$ cat config.mk
export PLATFORM = sky130hd
export DESIGN_NAME = dsp_divider
export DESIGN_NICKNAME = d
export VERILOG_FILES = /design/src/rtl/dsp_divider.sv
export SDC_FILE = /design/constraint.sdc
export NUM_CORES = 1
export LEC_CHECK = 0
export BUFFER_PORTS_ARGS = -buffer_cell sky130_fd_sc_hd__buf_2
export CAP_MARGIN = 5
export CORE_MARGIN = 5
export CORE_UTILIZATION = 40
export DETAILED_ROUTE_END_ITERATION = 10
export GPL_TIMING_DRIVEN = 0
export SYNTH_ARGS = -nofsm -noshare
export SYNTH_HDL_FRONTEND = slang
export SYNTH_SLANG_ARGS = --single-unit
$ cat constraint.sdc
create_clock -name CLK -period 6.9 [get_ports CLK]
set_input_delay 1.38 -clock CLK [delete_from_list [all_inputs] [get_ports CLK]]
set_output_delay 1.38 -clock CLK [all_outputs]
set_load 0.005 [all_outputs]
$ cat src/rtl/dsp_divider.sv
// Multi-cycle unsigned restoring divider: one quotient bit per enabled clock,
// with clock enable, abort and a divide-by-zero shortcut.
module dsp_divider #(
  parameter int DIVIDEND_W = 36,
  parameter int DIVISOR_W  = 18
) (
  input  logic                  CLK,
  input  logic                  RSTN,
  input  logic                  CE,
  input  logic                  START,
  input  logic                  ABORT,
  input  logic [DIVIDEND_W-1:0] DIVIDEND,
  input  logic [DIVISOR_W-1:0]  DIVISOR,
  output logic                  BUSY,
  output logic                  DONE,
  output logic                  DIVZ,
  output logic [DIVIDEND_W-1:0] Q,
  output logic [DIVISOR_W-1:0]  R
);

  localparam int CNT_W = $clog2(DIVIDEND_W + 1);

  typedef enum logic [1:0] {ST_IDLE, ST_BUSY, ST_DONE} state_t;

  state_t                state, state_nxt;
  logic [CNT_W-1:0]      cnt, cnt_nxt;
  logic [DIVIDEND_W-1:0] dvd, dvd_nxt, q_nxt;
  logic [DIVISOR_W-1:0]  rem, rem_nxt, dvs, dvs_nxt, r_nxt;
  logic                  divz_nxt;

  logic [DIVISOR_W:0]    shifted;
  logic [DIVISOR_W-1:0]  diff;
  logic                  fits;
  logic [DIVIDEND_W-1:0] dvd_step;
  logic [DIVISOR_W-1:0]  rem_step;

  // The quotient bits shift into the bottom of dvd as the dividend bits leave the top.
  assign shifted  = {rem, dvd[DIVIDEND_W-1]};
  assign fits     = (shifted >= {1'b0, dvs});
  assign diff     = shifted[DIVISOR_W-1:0] - dvs;
  assign rem_step = fits ? diff : shifted[DIVISOR_W-1:0];
  assign dvd_step = {dvd[DIVIDEND_W-2:0], fits};

  always_comb begin
    state_nxt = state;
    cnt_nxt   = cnt;
    dvd_nxt   = dvd;
    rem_nxt   = rem;
    dvs_nxt   = dvs;
    q_nxt     = Q;
    r_nxt     = R;
    divz_nxt  = DIVZ;
    case (state)
      ST_IDLE, ST_DONE: begin
        if (START && !ABORT) begin
          dvd_nxt   = DIVIDEND;
          dvs_nxt   = DIVISOR;
          rem_nxt   = '0;
          cnt_nxt   = CNT_W'(DIVIDEND_W);
          state_nxt = ST_BUSY;
        end else begin
          state_nxt = ST_IDLE;
        end
      end
      ST_BUSY: begin
        if (ABORT) begin
          state_nxt = ST_IDLE;
        end else if (dvs == '0) begin
          q_nxt     = '1;
          r_nxt     = '0;
          divz_nxt  = 1'b1;
          cnt_nxt   = '0;
          state_nxt = ST_DONE;
        end else begin
          dvd_nxt = dvd_step;
          rem_nxt = rem_step;
          cnt_nxt = cnt - CNT_W'(1);
          if (cnt == CNT_W'(1)) begin
            q_nxt     = dvd_step;
            r_nxt     = rem_step;
            divz_nxt  = 1'b0;
            state_nxt = ST_DONE;
          end
        end
      end
      default: state_nxt = ST_IDLE;
    endcase
  end

  // CE gates every register, so a stall freezes DONE as well as the iteration.
  always_ff @(posedge CLK or negedge RSTN) begin
    if (!RSTN) begin
      state <= ST_IDLE;
      cnt   <= '0;
      dvd   <= '0;
      rem   <= '0;
      dvs   <= '0;
      Q     <= '0;
      R     <= '0;
      DIVZ  <= 1'b0;
    end else if (CE) begin
      state <= state_nxt;
      cnt   <= cnt_nxt;
      dvd   <= dvd_nxt;
      rem   <= rem_nxt;
      dvs   <= dvs_nxt;
      Q     <= q_nxt;
      R     <= r_nxt;
      DIVZ  <= divz_nxt;
    end
  end

  assign BUSY = (state == ST_BUSY);
  assign DONE = (state == ST_DONE);

endmodule

==> results.sh <==
export IMPL_wl_per_cell_um=17.8
export IMPL_leakagePower_nw=4.14
export IMPL_min_path_type="flop to flop"
export IMPL_dp_hpwl_mm=14.6
export IMPL_switching_power_w=0.00110
export IMPL_ant_nets=0
export IMPL_finalSetupViolCount=0
export IMPL_hold_viol_final=0
export IMPL_crit_path_end_kind="output pin"
export IMPL_placementRows=48
export IMPL_worst_ep_arrival_time_ps=2290
export IMPL_port_buffers=115
export IMPL_internal_power_w=0.00215
export IMPL_drt_iter0_markers=347
export IMPL_initial_core_util_pct=40.7
export IMPL_die_y_um=143
export IMPL_routabilityCongestion=0.849
export IMPL_r2r_cells=9
export IMPL_required_ps=5520
export IMPL_synth_top_cell_area_share_pct=48.0
export IMPL_grt_max_degree=72
export IMPL_die_w_um=143
export IMPL_startpoint="state[1]"
export IMPL_clock_path_buffers=2
export IMPL_ys_flop_type="dfrtp_1"
export IMPL_area_growth_pct=21.9
export IMPL_diodes=0
export IMPL_crit_family="buffers and inverters"
export IMPL_fmax_ghz=0.273
export IMPL_die_area_mm2=0.0204
export IMPL_setup_worst_path_class="flop to output pin"
export IMPL_post_cts_resized=0
export IMPL_post_route_min_period_ps=3670
export IMPL_cts_sink_count=135
export IMPL_rr_startpoint="dvd[35]"
export IMPL_p_sw_share_pct=33.8
export IMPL_drt_pass1_iterations=5
export IMPL_synth_edf_count=0
export IMPL_max_vdd_ir_drop_v=0.000195
export IMPL_yosysTopAreaCell="dfrtp_1"
export IMPL_antenna_found_initial=0
export IMPL_io_pins=116
export IMPL_clockRootBuffer="clkbuf_16"
export IMPL_synth_seq_area_share_pct=48.0
export IMPL_dr_total_vias=5746
export IMPL_start_kind="flop"
export IMPL_post_layout_nonfiller_instances=1064
export IMPL_power_w=0.00324
export IMPL_grt_pass1_wl_mm=30.6
export IMPL_grt_usage_pct=19.1
export IMPL_slew_violations=0
export IMPL_synth_area_top_cells="dfrtp_1 (48%), o21ai_0 (6.8%), mux2i_1 (6.5%)"
export IMPL_hold_buffers=0
export IMPL_wl_mm=18.9
export IMPL_ys_seq_elements=135
export IMPL_post_cts_buffers=0
export IMPL_path_cells="nand2b_4 -> inv_1 -> buf_2 -> buf_1 -> buf_2"
export IMPL_maxCapViolations=0
export IMPL_synth_area_per_cell_um2=10.2
export IMPL_synth_most_common_cell="dfrtp_1"
export IMPL_place_inst=1033
export IMPL_r2r_end="R[16]"
export IMPL_gr_total_overflow=0
export IMPL_clockPowerShare_pct=30.8
export IMPL_relSlewSlack_pct=45.3
export IMPL_clock_latency_ps=420
export IMPL_synthCells=692
export IMPL_timing_hold_ws_ps=482
export IMPL_seq_power_share_pct=36.8
export IMPL_skew_ps=8.02
export IMPL_power_density_mw_per_mm2=378
export IMPL_tightest_slew_ps=821
export IMPL_cp_slowest_cell="buf_1"
export IMPL_grt_pass1_vias=5748
export IMPL_tritoncts="yes"
export IMPL_r2r_setup_slack_ps=4150
export IMPL_slowest_delay_ps=580
export IMPL_yosys_top_cells_count="dfrtp_1 (135), nand2_1 (102), o21ai_0 (95)"
export IMPL_crit_end="BUSY"
export IMPL_core_mm2=0.0173
export IMPL_synth_area_mm2=0.00704
export IMPL_cp_max_fo=10
export IMPL_yosysUniqueCellTypes=76
export IMPL_holdPathStages=2
export IMPL_status="finished clean"
export IMPL_drive_above_1_share_pct=24.6
export IMPL_layout_nets=907
export IMPL_post_drt_via_cell_ratio=5.40
export IMPL_cp_num_cells=5
export IMPL_numCtsBuffers=17
export IMPL_min_from="R[2]"
export IMPL_drc_errors=0
export IMPL_path_buf_inv=4
export IMPL_p_comb_share_pct=32.4
export IMPL_h_tree_depth=4
export IMPL_crit_path_frequent_cell="buf_2"
export IMPL_timing_setup_tns_ps=0
export IMPL_ys_warn_count=0
export IMPL_synth_nets=772
export IMPL_finalCritPeriodShare_pct=53.2
export IMPL_async_flop_share_pct=100
export IMPL_path_clk_slew_ps=60
export IMPL_rsz0062_at_grt="false"
[registers in the layout, summed over array words and instances (netlist names)]
name,count
Q,36
dvd,36
R,18
dvs,18
rem,18
cnt,6
state,2
DIVZ,1
[cells in the final DEF, fill, tap and decap left out, types with 4 or more instances in the layout]
cell       count
nor2_1        19
bufinv_16      5
a21oi_1       22
ha_1          20
dfrtp_1      135
o21ai_1        7
a21o_1         7
clkbuf_1       5
nand2_1      102
o21ai_0       95
nor3_1         9
nand2b_1       8
o21a_1         4
o22a_1        35
o211ai_1       6
buf_2        127
buf_6          7
mux2i_1       46
clkbuf_16     17
buf_4          5
inv_1         28
a211oi_1       4
nand3_1       12
mux2_2         4
a32oi_1       12
xnor2_1        4
clkbuf_2       6
[power by group through the flow]
stage          clock network [W]  logic (W)  registers (W)
3_5_place_dp                   0    0.00105        0.00121
3_3_place_gp                   0    0.00102        0.00119
4_1_cts                  0.00102    0.00106        0.00119
5_1_grt                  0.00106    0.00118        0.00122
2_1_floorplan                  0   0.000740        0.00117
6_report                 0.00100    0.00105        0.00119
[worst reg2reg max path, delay by kind of cell, from the launching register on]
kind                     cells  cell delay, ps
AO/OA/AOI/OAI                3             790
adder cells (fa/ha/maj)      2             650
flip-flops                   1             370
buffers and inverters        1             100
multiplexers                 1             150
AND/OR/NAND/NOR              2             570
[layer usage]
| metal | share of wire (%) | vias to the layer above | GRT usage (%) | wire (um) |
|---|---|---|---|---|
| li1 | - | 2786 | - | - |
| met1 | 45 | 2768 | 25.7 | 8480 |
| met2 | 48 | 175 | 31.6 | 9050 |
| met3 | 6.4 | 17 | 4.35 | 1210 |
| met4 | 0.96 | 0 | 4.60 | 181 |
| met5 | 0 | - | 0 | 0 |
[worst min-delay path by stage]
stage | endpoint | slack [ps]
floorplan | dvd[35] | 450
global placement | R[6] | 470
detailed placement | R[5] | 470
CTS | R[2] | 480
global route | R[6] | 520
finish | R[2] | 480
[through the flow]
| stage | worst slack, ps | area [um^2] | utilization [%] |
|---|---|---|---|
| final | 3230 | 8580 | 49.6 |
| after global routing | 3130 | 8580 | 49.6 |
| after CTS | 3190 | 8580 | 49.6 |
| after detailed placement | 3650 | 7930 | 45.9 |
| after global placement | 2660 | 7900 | 45.7 |
| after floorplan | 4190 | 7040 | - |
[final cells by class]
type / count / area (um^2)
clock inverters: 11 / 195
multi-input cells: 488 / 3270
inverters: 28 / 105
plain buffers: 41 / 292
repair buffers: 116 / 609
fillers: 1607 / 8710
clock buffers: 20 / 457
well taps: 225 / 282
flip-flops and latches: 135 / 3380
[kinds of logic (layout without fill, tap and decap cells)]
family / Yosys count / count (layout) / share of synthesized area (%)
mux: 51 / 51 / 7.39
buf+inv: 69 / 216 / 5.63
simple gates: 188 / 188 / 13.2
compound gates: 222 / 222 / 21.2
flops: 135 / 135 / 48.0
fa+ha+maj: 21 / 21 / 3.84
xor+xnor: 6 / 6 / 0.746
Power figures use the tool's default switching activity.
